--- src/rtl/trap_pkg.sv ---
// Shared encodings for the machine-mode trap sequencer: FSM states, PC-source
// selects, mcause codes and the SYSTEM-instruction fields used to decode ecall/ebreak/mret.
package trap_pkg;

  typedef enum logic [1:0] {
    ST_RESET       = 2'b00,
    ST_OPERATING   = 2'b01,
    ST_TRAP_TAKEN  = 2'b10,
    ST_TRAP_RETURN = 2'b11
  } trap_state_t;

  localparam logic [1:0] PC_BOOT = 2'b00;
  localparam logic [1:0] PC_NEXT = 2'b01;
  localparam logic [1:0] PC_TRAP = 2'b10;
  localparam logic [1:0] PC_EPC  = 2'b11;

  localparam int unsigned CAUSE_INT_EXT          = 11;
  localparam int unsigned CAUSE_INT_SW           = 3;
  localparam int unsigned CAUSE_INT_TIMER        = 7;
  localparam int unsigned CAUSE_ILLEGAL          = 2;
  localparam int unsigned CAUSE_MISALIGNED_INSTR = 0;
  localparam int unsigned CAUSE_ECALL            = 11;
  localparam int unsigned CAUSE_EBREAK           = 3;
  localparam int unsigned CAUSE_MISALIGNED_STORE = 6;
  localparam int unsigned CAUSE_MISALIGNED_LOAD  = 4;

  localparam logic [4:0] SYSTEM_OPCODE = 5'b11100;
  localparam logic [4:0] ECALL_RS2     = 5'd0;
  localparam logic [4:0] EBREAK_RS2    = 5'd1;
  localparam logic [4:0] MRET_RS2      = 5'd2;
  localparam logic [6:0] MRET_FUNCT7   = 7'b0011000;

endpackage

--- src/rtl/trap_priority_enc.sv ---
// Fixed-priority selection among pending interrupts and synchronous exceptions;
// yields the trap request plus the interrupt flag and cause code of the winner.
module trap_priority_enc
  import trap_pkg::*;
#(
  parameter int unsigned CAUSE_W = 4
) (
  input  logic               eip_in,
  input  logic               sip_in,
  input  logic               tip_in,
  input  logic               illegal_in,
  input  logic               misaligned_instr_in,
  input  logic               misaligned_load_in,
  input  logic               misaligned_store_in,
  input  logic               ecall_in,
  input  logic               ebreak_in,
  output logic               trap_req_c,
  output logic               i_or_e_c,
  output logic [CAUSE_W-1:0] cause_c
);

  always_comb begin
    trap_req_c = 1'b1;
    i_or_e_c   = 1'b0;
    cause_c    = '0;
    if (eip_in) begin
      i_or_e_c = 1'b1;
      cause_c  = CAUSE_W'(CAUSE_INT_EXT);
    end else if (sip_in) begin
      i_or_e_c = 1'b1;
      cause_c  = CAUSE_W'(CAUSE_INT_SW);
    end else if (tip_in) begin
      i_or_e_c = 1'b1;
      cause_c  = CAUSE_W'(CAUSE_INT_TIMER);
    end else if (illegal_in) begin
      cause_c = CAUSE_W'(CAUSE_ILLEGAL);
    end else if (misaligned_instr_in) begin
      cause_c = CAUSE_W'(CAUSE_MISALIGNED_INSTR);
    end else if (ecall_in) begin
      cause_c = CAUSE_W'(CAUSE_ECALL);
    end else if (ebreak_in) begin
      cause_c = CAUSE_W'(CAUSE_EBREAK);
    end else if (misaligned_store_in) begin
      cause_c = CAUSE_W'(CAUSE_MISALIGNED_STORE);
    end else if (misaligned_load_in) begin
      cause_c = CAUSE_W'(CAUSE_MISALIGNED_LOAD);
    end else begin
      trap_req_c = 1'b0;
    end
  end

endmodule

--- src/rtl/trap_sequencer.sv ---
// Machine-mode trap entry / mret return sequencer driving PC select, flush and CSR strobes.
// Optional build macro TRAP_VECTORED_EN adds vec_mode_in / vec_offset_out for vectored mtvec.
module trap_sequencer
  import trap_pkg::*;
#(
  parameter int unsigned FLUSH_CYCLES = 2,
  parameter int unsigned CAUSE_W      = 4
) (
  input  logic               clk_in,
  input  logic               rst_in,
  input  logic               illegal_instr_in,
  input  logic               misaligned_instr_in,
  input  logic               misaligned_load_in,
  input  logic               misaligned_store_in,
  input  logic [4:0]         opcode_6_to_2_in,
  input  logic [2:0]         funct3_in,
  input  logic [6:0]         funct7_in,
  input  logic [4:0]         rs1_adder_in,
  input  logic [4:0]         rs2_adder_in,
  input  logic [4:0]         rd_adder_in,
  input  logic [2:0]         irq_in,
  input  logic [2:0]         ip_in,
  input  logic [2:0]         ie_in,
  input  logic               mie_in,
`ifdef TRAP_VECTORED_EN
  input  logic               vec_mode_in,
  output logic [5:0]         vec_offset_out,
`endif
  output logic [1:0]         pc_src_out,
  output logic               flush_out,
  output logic               instret_inc_out,
  output logic               set_epc_out,
  output logic               set_cause_out,
  output logic               mie_clear_out,
  output logic               mie_set_out,
  output logic               trap_taken_out,
  output logic               i_or_e_out,
  output logic [CAUSE_W-1:0] cause_out,
  output logic               misaligned_exception_out
);

  localparam int unsigned CNT_W = $clog2(FLUSH_CYCLES + 1);

  trap_state_t        state, state_nxt;
  logic [CNT_W-1:0]   cnt, cnt_nxt;
  logic               sys_base, ecall, ebreak, mret;
  logic [2:0]         irq_pend;
  logic               trap_req_c, i_or_e_c;
  logic [CAUSE_W-1:0] cause_c;
  logic               dwell_first, dwell_last;

  // SYSTEM-instruction decode; the three encodings differ only in rs2/funct7.
  assign sys_base = (opcode_6_to_2_in == SYSTEM_OPCODE) && (rs1_adder_in == 5'd0) &&
                    (rd_adder_in == 5'd0) && (funct3_in == 3'd0);
  assign ecall    = sys_base && (rs2_adder_in == ECALL_RS2)  && (funct7_in == 7'd0);
  assign ebreak   = sys_base && (rs2_adder_in == EBREAK_RS2) && (funct7_in == 7'd0);
  assign mret     = sys_base && (rs2_adder_in == MRET_RS2)   && (funct7_in == MRET_FUNCT7);

  // Bit order {external, timer, software}; globally masked by mstatus.MIE.
  assign irq_pend = {3{mie_in}} & ie_in & (irq_in | ip_in);

  trap_priority_enc #(.CAUSE_W(CAUSE_W)) u_prio (
    .eip_in              (irq_pend[2]),
    .sip_in              (irq_pend[0]),
    .tip_in              (irq_pend[1]),
    .illegal_in          (illegal_instr_in),
    .misaligned_instr_in (misaligned_instr_in),
    .misaligned_load_in  (misaligned_load_in),
    .misaligned_store_in (misaligned_store_in),
    .ecall_in            (ecall),
    .ebreak_in           (ebreak),
    .trap_req_c          (trap_req_c),
    .i_or_e_c            (i_or_e_c),
    .cause_c             (cause_c)
  );

  assign dwell_first = (cnt == CNT_W'(FLUSH_CYCLES));
  assign dwell_last  = (cnt <= CNT_W'(1));

  always_ff @(posedge clk_in) begin
    if (!rst_in) begin
      state                    <= ST_RESET;
      cnt                      <= '0;
      cause_out                <= '0;
      i_or_e_out               <= 1'b0;
      misaligned_exception_out <= 1'b0;
`ifdef TRAP_VECTORED_EN
      vec_offset_out           <= '0;
`endif
    end else begin
      state                    <= state_nxt;
      cnt                      <= cnt_nxt;
      misaligned_exception_out <= misaligned_instr_in | misaligned_load_in | misaligned_store_in;
      if (trap_taken_out) begin
        cause_out  <= cause_c;
        i_or_e_out <= i_or_e_c;
`ifdef TRAP_VECTORED_EN
        vec_offset_out <= (i_or_e_c && vec_mode_in) ? 6'({cause_c, 2'b00}) : '0;
`endif
      end
    end
  end

  always_comb begin
    state_nxt       = state;
    cnt_nxt         = cnt;
    pc_src_out      = PC_BOOT;
    flush_out       = 1'b0;
    instret_inc_out = 1'b0;
    set_epc_out     = 1'b0;
    set_cause_out   = 1'b0;
    mie_clear_out   = 1'b0;
    mie_set_out     = 1'b0;
    trap_taken_out  = 1'b0;
    case (state)
      ST_RESET: begin
        flush_out = 1'b1;
        state_nxt = ST_OPERATING;
      end
      ST_OPERATING: begin
        pc_src_out      = PC_NEXT;
        instret_inc_out = 1'b1;
        if (trap_req_c) begin
          trap_taken_out  = 1'b1;
          instret_inc_out = 1'b0;
          cnt_nxt         = CNT_W'(FLUSH_CYCLES);
          state_nxt       = ST_TRAP_TAKEN;
        end else if (mret) begin
          instret_inc_out = 1'b0;
          cnt_nxt         = CNT_W'(FLUSH_CYCLES);
          state_nxt       = ST_TRAP_RETURN;
        end
      end
      ST_TRAP_TAKEN: begin
        pc_src_out    = PC_TRAP;
        flush_out     = 1'b1;
        set_epc_out   = dwell_first;
        set_cause_out = dwell_first;
        mie_clear_out = dwell_first;
        cnt_nxt       = dwell_last ? '0 : cnt - CNT_W'(1);
        if (dwell_last) state_nxt = ST_OPERATING;
      end
      ST_TRAP_RETURN: begin
        pc_src_out  = PC_EPC;
        flush_out   = 1'b1;
        mie_set_out = dwell_first;
        cnt_nxt     = dwell_last ? '0 : cnt - CNT_W'(1);
        if (dwell_last) state_nxt = ST_OPERATING;
      end
      default: state_nxt = ST_RESET;
    endcase
  end

endmodule

--- config.mk ---
export PLATFORM = sky130hd
export DESIGN_NAME = trap_sequencer
export DESIGN_NICKNAME = d
export VERILOG_FILES = /design/src/rtl/trap_pkg.sv /design/src/rtl/trap_priority_enc.sv /design/src/rtl/trap_sequencer.sv
export SDC_FILE = /design/constraint.sdc
export NUM_CORES = 1
export LEC_CHECK = 0
export ABC_AREA = 1
export BUFFER_PORTS_ARGS = -buffer_cell sky130_fd_sc_hd__buf_4
export CORE_ASPECT_RATIO = 0.9
export CORE_MARGIN = 4
export CORE_UTILIZATION = 40
export CTS_BUF_LIST = sky130_fd_sc_hd__clkbuf_4 sky130_fd_sc_hd__clkbuf_8 sky130_fd_sc_hd__clkbuf_16
export CTS_CLUSTER_SIZE = 24
export DETAILED_ROUTE_END_ITERATION = 10
export PLACE_DENSITY = 0.87
export SLEW_MARGIN = 30
export SYNTH_ARGS = -nofsm -noshare
export SYNTH_HDL_FRONTEND = slang
export SYNTH_HIERARCHICAL = 1
export SYNTH_SLANG_ARGS = --single-unit
--- constraint.sdc ---
create_clock -name clk_in -period 2.7 [get_ports clk_in]
set_input_delay 0.27 -clock clk_in [delete_from_list [all_inputs] [get_ports clk_in]]
set_output_delay 0.27 -clock clk_in [all_outputs]
set_load 0.05 [all_outputs]
==> impl_metrics.yaml <==
timing:
  period_share_pct: 81.29
  setup-violations-final: 0
  min_period_ps: 2195
  fin_skew_ps: 0.7110
  max_freq_mhz: 455.6
  worst_pin_slew_ps: 429.1
  rsz0062_at_grt: "false"
  maxSlewHeadroom_pct: 71.17
  drv_slew: 0
  finalHoldViolations: 0
  setup_ws_ps: 505.2
  setup-tns-final_ps: 0
floorplan:
  core_sq_mm: 0.001699
  die_area_sq_mm: 0.002560
  fp-row-count: 14
  io_pins: 61
  die_y_microns: 48.41
  die_w_microns: 52.90
  initial_core_util_pct: 42.71
power:
  p_leak_uw: 0.0006566
  total_power_uw: 509.9
  p_per_area_mw_per_mm2: 418.0
  vdd_drop_max_uv: 480.3
layout:
  final_cells: 197
  fin_nets: 220
  layout_commonest_cell: "buf_4"
  diodes: 0
  fill_cells: 140
  layout-drive-gt1-share_pct: 46.82
  final_cell_mix: "60 x buf_4, 30 x nor2_1, 14 x nand2_1, 12 x inv_1, 10 x dfxtp_1"
  area_growth_pct: 68.10
synth:
  syn-cell-area_sq_um: 725.7
  synthTopCellsByArea: "dfxtp_1 28%, nor2_1 16%, nand2_1 7.2%, inv_1 6.2%, nor2_2 4.3%"
  ys_ff_latch: 10
  yosysSeqAreaShare_pct: 27.59
  yosysUniqueCellTypes: 26
  synth_cells: 113
  yosys.area.top_type: "dfxtp_1"
  syn_nets: 159
  synth.avg_cell_area_sq_um: 6.422
  yosysTopAreaCellShare_pct: 27.59
  yosysWarnings: 6
clock_network:
  clk_pin_slew_ps: 60
  cts_inserted_buffers: 3
  cts_tree: "built"
  root_buffer: "clkbuf_4"
  clk_latency_ps: 260
  clock-sinks: 10
  clk_path_buf_depth: 2
  h-tree-depth: 1
  cts_resized: 0
  postCtsHoldBufs: 0
  postCtsSetupRepairBufs: 0
critical_path:
  rr_startpoint: "state[0]"
  reg2reg_setup_slack_ps: 1540
  worstSetupStartpoint: "funct7_in[3]"
  critPathArrivalTime_ps: 1920
  r2r_cells: 7
  crit_type: "primary input to output pin"
  endpoint_kind: "output pin"
  crit_fanout: 8
  crit_path_start_kind: "primary input"
  timing.rr.end: "i_or_e_out"
  cp.required_ps: 2430
route:
  vias: 918
  drc: 0
  first_pass_iters: 4
  ant_nets: 0
  finalWirelength_microns: 2275
  avgViaCountPerCell: 4.660
  drt_iter0_drc: 7
  wl_per_cell_microns: 11.55
grt:
  grtUsageTotal_pct: 18.80
  grt_pass1_wl_microns: 3732
  gr-usage-met2_pct: 35.95
  grt_max_degree: 9
  grt_overflow_total: 0
  top_usage_layer: "met2"
  antenna_found_initial: 0
  grt_pass1_vias: 948
  met3_usage_pct: 6.442
  grtUsageMet1_pct: 18.68
run_status:
  run_status: "finished clean"
place:
  hpwl_microns: 2010
  pre_cts_ws_ps: 494.2
  port_buffers: 60
  place.gp.congestion: 0.8571
  post-place-cells: 193
flow_run:
  max_cap_viol_count: 0
hold_path:
  holdCritStartpoint: "misaligned_load_in"
  holdCritPathClass: "primary input to flip-flop"
  hold_depth: 3
  worstHoldEndpoint: "misaligned_exception_out"
[cell type report]
| class | count | area (sq um) | area share [%] |
|---|---|---|---|
| well taps | 24 | 30.03 | 2.462 |
| inverters | 16 | 60.06 | 4.923 |
| multi-input cells | 83 | 442.9 | 36.31 |
| clock buffers | 4 | 36.28 | 2.974 |
| flip-flops and latches | 10 | 200.2 | 16.41 |
| repair buffers | 60 | 450.4 | 36.92 |
[Yosys cell counts (all sizes together)]
library cell / instances
and2: 1
inv: 16
buf: 2
o21ai: 7
nand3b: 1
a21o: 1
nor4: 1
nand4: 3
nand3: 4
nor2: 37
clkbuf: 2
a21oi: 4
nand2: 16
or2: 1
dfxtp: 10
o211a: 3
nor3: 4
[worst max-delay path, stage by stage]
cell and delay, ps:
buf_4 110, or2_1 230, nor4_1 240, inv_1 80, nor3_1 350, nor2_4 60
nand3_1 90, inv_1 100, nor2_8 170, buf_4 220
[how the worst max path moves through the flow]
stage / depth (start not counted) / end / slack (ps)
finish: 10 / trap_taken_out / 510
global route: 10 / trap_taken_out / 320
CTS: 13 / trap_taken_out / 490
detailed placement: 13 / trap_taken_out / 490
global placement: 10 / trap_taken_out / 560
floorplan: 11 / instret_inc_out / 670
[power breakdown]
group | switching (uW) | internal, uW | total, uW
combinational | 120 | 85.5 | 205
sequential | 10.0 | 162 | 172
clock | 50.6 | 81.9 | 133
total | 181 | 329 | 510
[metrics by stage]
stage / area, sq um / hold WS (ps) / utilization [%]
global placement: 1184 / 468.2 / 69.66
finish: 1220 / 258.9 / 71.80
floorplan: 725.7 / 389.5 / -
global route: 1220 / 282.5 / 71.80
CTS: 1220 / 264.4 / 71.80
detailed placement: 1184 / 493.0 / 69.66
[cell families after synthesis]
logic type             count (synthesis)  synth area share, %
and+or+nand+nor                       68                47.76
buffers and inverters                 20                11.38
AOI/OAI and AO/OA                     15                13.28
DFF                                   10                27.59
[metal layers]
| layer | vias to the layer above | share of wire (%) |
|---|---|---|
| li1 | 478 | - |
| met1 | 403 | 35 |
| met2 | 33 | 57 |
| met3 | 4 | 6.7 |
| met4 | 0 | 1.5 |
| met5 | - | 0 |
[state kept, by name, summed over array words and instances, names as in the netlist]
register and count:
cause_out 4, cnt 2, state 2, i_or_e_out 1
misaligned_exception_out 1
Power figures use the tool's default switching activity.
